--- config.mk ---
export PLATFORM = sky130hd
export DESIGN_NAME = bin2bcd_seq
export DESIGN_NICKNAME = d
export VERILOG_FILES = /design/src/rtl/bin2bcd_seq_pkg.sv /design/src/rtl/bin2bcd_seq_dig_adj.sv /design/src/rtl/bin2bcd_seq.sv
export SDC_FILE = /design/constraint.sdc
export NUM_CORES = 1
export LEC_CHECK = 0
export CAP_MARGIN = 40
export CORE_MARGIN = 4
export CORE_UTILIZATION = 54
export CTS_CLUSTER_DIAMETER = 80
export DETAILED_ROUTE_END_ITERATION = 10
export PLACE_DENSITY = 0.81
export SLEW_MARGIN = 10
export SYNTH_ARGS = -nofsm -noshare
export SYNTH_HDL_FRONTEND = slang
export SYNTH_SLANG_ARGS = --single-unit
--- constraint.sdc ---
create_clock -name clk -period 2.45 [get_ports clk]
set_input_delay 0.49 -clock clk [delete_from_list [all_inputs] [get_ports clk]]
set_output_delay 0.49 -clock clk [all_outputs]
set_load 0.1 [all_outputs]
--- src/rtl/bin2bcd_seq_pkg.sv ---
// -----------------------------------------------------------------------------
// bin2bcd_seq_pkg
//
// Shared definitions for the binary-to-BCD converter and the display blocks
// that consume its packed BCD result.
//
// Contents:
//   state_e     - converter FSM state encoding (IDLE / SHIFT / DONE)
//   MAX_DEC     - largest value an 8-digit decimal display can show
//   BCD_SAT     - packed BCD pattern shown when the input exceeds MAX_DEC
//   BCD_DIGITS  - number of packed BCD digits in the result word
//   dig_adjust  - double-dabble digit correction ("add 3 if >= 5")
// -----------------------------------------------------------------------------
package bin2bcd_seq_pkg;

  typedef enum logic [1:0] {
    ST_IDLE  = 2'd0,
    ST_SHIFT = 2'd1,
    ST_DONE  = 2'd2
  } state_e;

  localparam logic [31:0] MAX_DEC    = 32'd99_999_999;
  localparam logic [31:0] BCD_SAT    = 32'h9999_9999;
  localparam int          BCD_DIGITS = 8;

  // A digit of 5..9 would become >= 10 after the following left shift, so it
  // is pre-biased by 3 so the shift carries cleanly into the next digit.
  function automatic logic [3:0] dig_adjust(input logic [3:0] dig);
    return (dig >= 4'd5) ? (dig + 4'd3) : dig;
  endfunction

endpackage : bin2bcd_seq_pkg

--- src/rtl/bin2bcd_seq_dig_adj.sv ---
// -----------------------------------------------------------------------------
// bcd_dig_adj
//
// Purely combinational per-digit corrector for one double-dabble step.
//
// Ports:
//   dig_i  in   4  BCD digit before correction
//   dig_o  out  4  dig_i + 3 when dig_i >= 5, otherwise dig_i
// -----------------------------------------------------------------------------
module bcd_dig_adj
  import bin2bcd_seq_pkg::*;
(
  input  logic [3:0] dig_i,
  output logic [3:0] dig_o
);

  assign dig_o = dig_adjust(dig_i);

endmodule : bcd_dig_adj

--- src/rtl/bin2bcd_seq.sv ---
// -----------------------------------------------------------------------------
// bin2bcd_seq
//
// Sequential (one bit per clock) double-dabble binary-to-BCD converter that
// feeds a 2x4-digit seven-segment display. A conversion takes NBIN shift
// cycles followed by a single DONE cycle. Values above 99,999,999 cannot be
// shown on eight digits, so they saturate to all nines and raise ovf.
//
// Parameters:
//   NBIN   binary input width, 4..27
//
// Ports:
//   clk    in   1     clock, all state changes on the rising edge
//   reset  in   1     synchronous active-high reset
//   start  in   1     conversion request, only looked at in IDLE
//   bin    in   NBIN  unsigned value, captured when start is accepted
//   bcd    out  32    registered packed BCD result, digit 7 in [31:28]
//   busy   out  1     high whenever the FSM is not in IDLE
//   done   out  1     one-cycle pulse marking fresh bcd/ovf values
//   ovf    out  1     last converted value was above 99,999,999
//
// bcd/ovf only change on the edge that completes a conversion (or on reset),
// so the display keeps the previous result steady while a new one is built.
// -----------------------------------------------------------------------------
module bin2bcd_seq
  import bin2bcd_seq_pkg::*;
#(
  parameter int NBIN = 27
) (
  input  logic            clk,
  input  logic            reset,
  input  logic            start,
  input  logic [NBIN-1:0] bin,
  output logic [31:0]     bcd,
  output logic            busy,
  output logic            done,
  output logic            ovf
);

  localparam int CNT_W = $clog2(NBIN);

  // Reject out-of-range widths at elaboration rather than build a broken core.
  if ((NBIN < 4) || (NBIN > 27)) begin : g_bad_nbin
    $error("bin2bcd_seq: NBIN must be in 4..27");
  end

  // ---------------------------------------------------------------------------
  // State
  // ---------------------------------------------------------------------------
  state_e            state_q, state_d;
  logic [CNT_W-1:0]  cnt_q, cnt_d;         // iterations remaining after this one
  logic [NBIN-1:0]   sh_q, sh_d;           // binary shift register, MSB first
  logic [31:0]       acc_q, acc_d;         // BCD accumulator under construction
  logic              ovf_pend_q, ovf_pend_d;
  logic [31:0]       bcd_q, bcd_d;
  logic              ovf_q, ovf_d;

  // ---------------------------------------------------------------------------
  // Overflow detection at capture time
  // ---------------------------------------------------------------------------
  // Below 27 bits the largest input (2^26-1) already fits in eight digits, so
  // the comparator is only built where overflow is actually possible.
  logic ovf_in;

  if (NBIN >= 27) begin : g_ovf_cmp
    assign ovf_in = ({{(32-NBIN){1'b0}}, bin} > MAX_DEC);
  end else begin : g_ovf_none
    assign ovf_in = 1'b0;
  end

  // ---------------------------------------------------------------------------
  // One double-dabble iteration: correct every digit, then shift left by one
  // ---------------------------------------------------------------------------
  logic [31:0]     acc_adj;
  logic [31:0]     acc_shift;
  logic [NBIN-1:0] sh_shift;

  for (genvar g = 0; g < BCD_DIGITS; g++) begin : g_dig
    bcd_dig_adj u_dig_adj (
      .dig_i (acc_q[4*g +: 4]),
      .dig_o (acc_adj[4*g +: 4])
    );
  end

  assign acc_shift = {acc_adj[30:0], sh_q[NBIN-1]};
  assign sh_shift  = {sh_q[NBIN-2:0], 1'b0};

  // The bit shifted out of digit 7 only matters for values above 99,999,999,
  // and those results are replaced by the saturation pattern anyway.
  logic unused_acc_msb;
  assign unused_acc_msb = acc_adj[31];

  // ---------------------------------------------------------------------------
  // Next-state logic
  // ---------------------------------------------------------------------------
  // NOTE: every signal gets its hold value before the case statement; any
  // path that left one unassigned would infer a latch.
  always_comb begin
    state_d    = state_q;
    cnt_d      = cnt_q;
    sh_d       = sh_q;
    acc_d      = acc_q;
    ovf_pend_d = ovf_pend_q;
    bcd_d      = bcd_q;
    ovf_d      = ovf_q;

    unique case (state_q)
      ST_IDLE: begin
        if (start) begin
          sh_d       = bin;
          acc_d      = '0;
          cnt_d      = CNT_W'(NBIN - 1);
          ovf_pend_d = ovf_in;
          state_d    = ST_SHIFT;
        end
      end

      ST_SHIFT: begin
        acc_d = acc_shift;
        sh_d  = sh_shift;
        if (cnt_q == '0) begin
          // Final iteration: publish the post-shift accumulator directly so
          // the result is ready on the same edge.
          bcd_d   = ovf_pend_q ? BCD_SAT : acc_shift;
          ovf_d   = ovf_pend_q;
          state_d = ST_DONE;
        end else begin
          cnt_d = cnt_q - CNT_W'(1);
        end
      end

      ST_DONE: begin
        // start is deliberately ignored here; a new request is only taken
        // once back in IDLE.
        state_d = ST_IDLE;
      end

      default: begin
        state_d = ST_IDLE;
      end
    endcase
  end

  // ---------------------------------------------------------------------------
  // State registers
  // ---------------------------------------------------------------------------
  // NOTE: sequential state uses non-blocking assignments so every register
  // samples the values from before the edge, independent of statement order.
  always_ff @(posedge clk) begin
    if (reset) begin
      state_q    <= ST_IDLE;
      cnt_q      <= '0;
      sh_q       <= '0;
      acc_q      <= '0;
      ovf_pend_q <= 1'b0;
      bcd_q      <= '0;
      ovf_q      <= 1'b0;
    end else begin
      state_q    <= state_d;
      cnt_q      <= cnt_d;
      sh_q       <= sh_d;
      acc_q      <= acc_d;
      ovf_pend_q <= ovf_pend_d;
      bcd_q      <= bcd_d;
      ovf_q      <= ovf_d;
    end
  end

  // ---------------------------------------------------------------------------
  // Outputs
  // ---------------------------------------------------------------------------
  // busy and done decode the registered state only, so both are glitch-free.
  assign bcd  = bcd_q;
  assign ovf  = ovf_q;
  assign busy = (state_q != ST_IDLE);
  assign done = (state_q == ST_DONE);

endmodule : bin2bcd_seq

* After elaboration in Yosys (flattened, before gate mapping)
Index checks and enable logic that the tools add are counted.
Storage, ports and cells: output and inout port bits 35, input bits 30, logic and storage cells 58, bits in registers 100
Operators by class: $lt $le $gt $ge 9, equal/unequal tests 5, muxes and demuxes 19, reductions and logical operators 9, $add $sub $neg 9
Operator list (number):
- 32-bit 2-to-1 mux | 2
- 32-bit case mux with 2 select lines | 1
- 27-bit case mux with 2 select lines | 1
- 4-bit by 3-bit greater-or-equal comparator with 1-bit output, second input constant | 8
- 4-bit by 2-bit adder with 4-bit output, second input constant | 7
- 4-bit 2-to-1 mux | 7
- 27-bit greater-than comparator, second input constant | 1
- 27-bit 2-to-1 mux | 1
- 5-bit 2-to-1 mux | 2
- 5-bit case mux with 2 select lines | 1
- 2-bit AND reduction | 4
- 2-bit != test, second input constant | 3
- 5-bit zero test | 1
- 5-bit by 1-bit subtractor with 5-bit output, second input constant | 1
- 2-bit 2-to-1 mux | 2
- 2-bit case mux with 2 select lines | 1
- 2-bit nonzero test | 2
- 3-bit by 2-bit adder with 3-bit output, second input constant | 1
- 3-bit 2-to-1 mux | 1
- 3-bit AND reduction | 1
- 2-bit by 1-bit equality test with 1-bit output, second input constant | 1
- 2-bit equality test, second input constant | 1
- 2-bit zero test | 1

* Logic depth before layout (Yosys ltp)
word-level depth 3, gate-level depth with buffers 7, gate-level depth less buffers 6

* Hierarchy
Synthesis repeated with hierarchy kept, for this count alone.
Unflattened totals: cells, all modules 620, area, all modules 4837.1 µm²
Modules (own cells, without submodules):
- bin2bcd_seq | instances 1, seq. area each 2001.9 µm², cells an instance 492, area each 4026.4 µm²
- bcd_dig_adj | instances 8, seq. area each 0.0 µm², cells an instance 16, area each 101.3 µm²

* Worst setup path before layout
Ideal clock, no wire load.
kind register -> output, from register state_q[1], to output port done, path slack 0.185 ns, required time 1.960 ns, path buffers 0, cell stages (with the launch flop) 2, arrival time 1.775 ns, path through dfxtp_1 -> nor2b_1
On the way: longest elaborated chain between the ends 1
RTL lines:
- from (decl) | RTL line bin2bcd_seq.sv:50 | state_e state_q, state_d;
- from (signal assigned) | RTL line bin2bcd_seq.sv:159 | state_q <= state_d;
- 2-bit equality test | RTL line bin2bcd_seq.sv:176 | assign done = (state_q == ST_DONE);
- to (decl) | RTL line bin2bcd_seq.sv:36 | output logic done,
No other way between the ends.

* Worst setup path after layout
from register cnt_q[0], to register bcd_q[27] (netlist: bcd[27])
On the way: longest elaborated chain between the ends 2
RTL lines:
- from (decl) | RTL line bin2bcd_seq.sv:51 | logic [CNT_W-1:0] cnt_q, cnt_d;
- from (signal assigned) | RTL line bin2bcd_seq.sv:160 | cnt_q <= cnt_d;
- 5-bit zero test | RTL line bin2bcd_seq.sv:121 | if (cnt_q == '0) begin
- 2-bit AND reduction (no line)
- to (signal assigned) | RTL line bin2bcd_seq.sv:156 | bcd_q <= '0;
- to (signal assigned) | RTL line bin2bcd_seq.sv:164 | bcd_q <= bcd_d;
- to (decl) | RTL line bin2bcd_seq.sv:55 | logic [31:0] bcd_q, bcd_d;
No other way between the ends. A chain may end at the register's enable or synchronous reset.

==> impl_metrics.toml <==
[floorplanning]
fp.dieW_um = 99.3
row_count = 33
initial_core_util_pct = 55.1
boundaryPins = 65
core_um2 = 8180
die-area_um2 = 9860
die_h_um = 99.3

[sta]
finalSetupTns_ns = 0
clock_skew_ns = 0.00929
rsz0062_at_grt = "false"
setup_viol = 0
fmax_ghz = 0.511
period_share_pct = 79.9
report.final.hold_viol_count = 0
period_needed_ns = 1.96
relSlewSlack_pct = 65.3
worst_pin_slew_ns = 0.521
slew_violations = 0

[pwr]
p_total_mw = 3.55
power_leakage_nw = 2.06
irDropWorstVdd_mv = 0.349
p_per_area_nw_per_um2 = 666

[global_route]
grt_max_degree = 73
overflow = 0
grt_usage_pct = 21.4
grt_pass1_vias = 3821
grt_pass1_wl_um = 17600
antenna_found_initial = 0

[place]
dp_hpwl_um = 7050
portBuffers = 64
gp_congestion = 0.845

[worst_setup_path]
timing.rr.start = "cnt_q[0]"
critPathCaptureType = "flop"
crit_type = "flop to flop"
cp-start-kind = "flop"
cp.required_ns = 2.73
r2r_slack_ns = 0.49
startpoint = "cnt_q[0]"
crit_arrival_ns = 2.23
crit_fanout = 20

[worst_hold_path]
min_from = "ovf"
hold_path_class = "flop to flop"

[synthesis]
synth_area_leader_cell = "dfxtp_1"
async_flop_share_pct = 0
syn_area_per_cell_um2 = 8.86
synth_edf_count = 0
synth_area_leaders = "dfxtp_1 (44%), a22o_1 (6.2%), a311oi_1 (5.8%), nand2_1 (5.2%), ha_1 (4.7%)"
yosysSeqAreaShare_pct = 44.5
synth-seq-cells = 100
netlist_instances = 508
ys_types = 42
netlist_area_um2 = 4500
synth.net_count = 555
synthFlopType = "dfxtp_1"
yosysWarnings = 0
synth_top_area_share_pct = 44.5

[final_layout]
final_util_pct = 65.3
nFillCells = 691
register_area_um2 = 2000
diodes = 0
multi_input_area_um2 = 2280
drive_above_1_share_pct = 12.5
layout.nets = 610
syn2layout_area_growth_pct = 18.5

[drt]
drt-initial-drc-count = 164
drtAntennaViolNets = 0
routed_wirelength_um = 10200
avgViaCountPerCell = 5.77
firstDrtPassIters = 4
avgRoutedWirePerCell_um = 15.1
post-route-drc-count = 0
routed-via-count = 3876

[cts]
cts_setup_buffers = 0
cts_root_buf = "clkbuf_8"
clk_latency_ns = 0.36
cts_tree = "done"
cts_sinks = 100
h-tree-depth = 3
post_cts_resized = 0
clkTransAtPathRegs_ns = 0.09
hold_buffers = 0
cts-buffers-inserted = 9
clock_path_buffers = 2

[flow_run]
drv_cap = 0

[run_status]
status = "complete, no violations"
==> final timing paths <==
| kind | depth (start not counted) | end |
|---|---|---|
| min | 2 | ovf |
| max | 7 | bcd[27] |
| max reg2reg | 7 | bcd[27] |
| min reg2reg | 2 | ovf |
==> per-layer routing <==
metal / wire length [um] / part of all wire (%) / track usage [%] / vias to the layer above
met5: 0 / 0 / 0 / -
met4: 203 / 2.0 / 7.88 / 0
met3: 312 / 3.1 / 3.23 / 18
met2: 4840 / 48 / 35.3 / 70
met1: 4810 / 47 / 28.4 / 1857
li1: - / - / - / 1931
==> where the power goes <==
part	internal, mW	total [mW]	switching, mW
clock network	0.494	1.04	0.545
registers	1.72	1.79	0.0696
logic	0.224	0.720	0.496
total	2.44	3.55	1.11
==> metrics by stage <==
step	instance area, um^2	worst slack [ns]	cells	hold slack [ns]
final	5340	0.493	672	0.468
after global routing	5340	0.368	672	0.490
after CTS	5340	0.494	672	0.473
after detailed placement	5140	0.222	657	0.460
after global placement	5130	0.274	656	0.446
after floorplan	4500	0.185	508	0.445
==> synth_stat cells (2+ instances only) <==
library cell / n
a211oi_1: 12
a21oi_1: 28
a22o_1: 32
a311oi_1: 30
and2_1: 5
buf_1: 5
buf_2: 8
buf_4: 2
buf_6: 2
clkbuf_1: 15
dfxtp_1: 100
ha_1: 17
inv_1: 19
mux2i_1: 8
nand2_1: 62
nand2b_1: 10
nand3_1: 12
nand4_1: 2
nor2_1: 53
nor2b_1: 2
nor3_1: 13
nor3b_1: 16
nor4_1: 2
o21a_1: 3
o21ai_0: 13
o22ai_1: 7
or3_1: 7
xnor2_1: 9
==> cell type report <==
type | instances | share of cell area (%)
Tap cell | 105 | 2.46
Clock inverter | 4 | 0.938
Inverter | 19 | 1.34
Multi-Input combinational cell | 357 | 42.8
Timing Repair Buffer | 76 | 12.3
Sequential cell | 100 | 37.5
Clock buffer | 11 | 2.65
==> layout by cell type, fill, tap and decap left out, types with 3 or more instances in the layout <==
cell type | Yosys | routed
buf_4 | 2 | 45
inv_1 | 19 | 19
xnor2_1 | 9 | 9
ha_1 | 17 | 17
nand3_1 | 12 | 12
clkdlybuf4s50_1 | 0 | 28
o22ai_1 | 7 | 7
a311oi_1 | 30 | 30
o21a_1 | 3 | 3
mux2i_1 | 8 | 8
o21ai_0 | 13 | 13
nor2_1 | 53 | 53
nor3b_1 | 16 | 16
a211oi_1 | 12 | 12
a21oi_1 | 28 | 28
nand2b_1 | 10 | 9
or3_1 | 7 | 7
a22o_1 | 32 | 32
nor3_1 | 13 | 13
clkbuf_8 | 0 | 10
dfxtp_1 | 100 | 100
nand2_1 | 62 | 62
and2_1 | 5 | 5
==> sequential cells by signal (all words and copies together), names as in the netlist <==
register    count
ovf_pend_q      1
ovf             1
acc_q          32
sh_q           27
state_q         2
cnt_q           5
bcd            32
==> logic make-up (layout without fill, tap and decap cells) <==
logic type,after synthesis,count (layout),synth area share [%]
adders and majority gates,17,17,4.72
xor gates and xnor gates,10,10,1.95
muxes,8,8,1.78
DFF,100,100,44.5
and+or+nand+nor,193,193,21.3
AOI/OAI and AO/OA,129,129,20.8
buffers and inverters,51,110,4.97
==> worst max-delay path: stages (launching register included) <==
cell	delay, ns
dfxtp_1	0.35
inv_1	0.06
ha_1	0.19
or4b_4	0.52
nor2_8	0.29
buf_4	0.22
nor2_1	0.04
a211oi_1	0.20
Power figures use the tool's default switching activity.
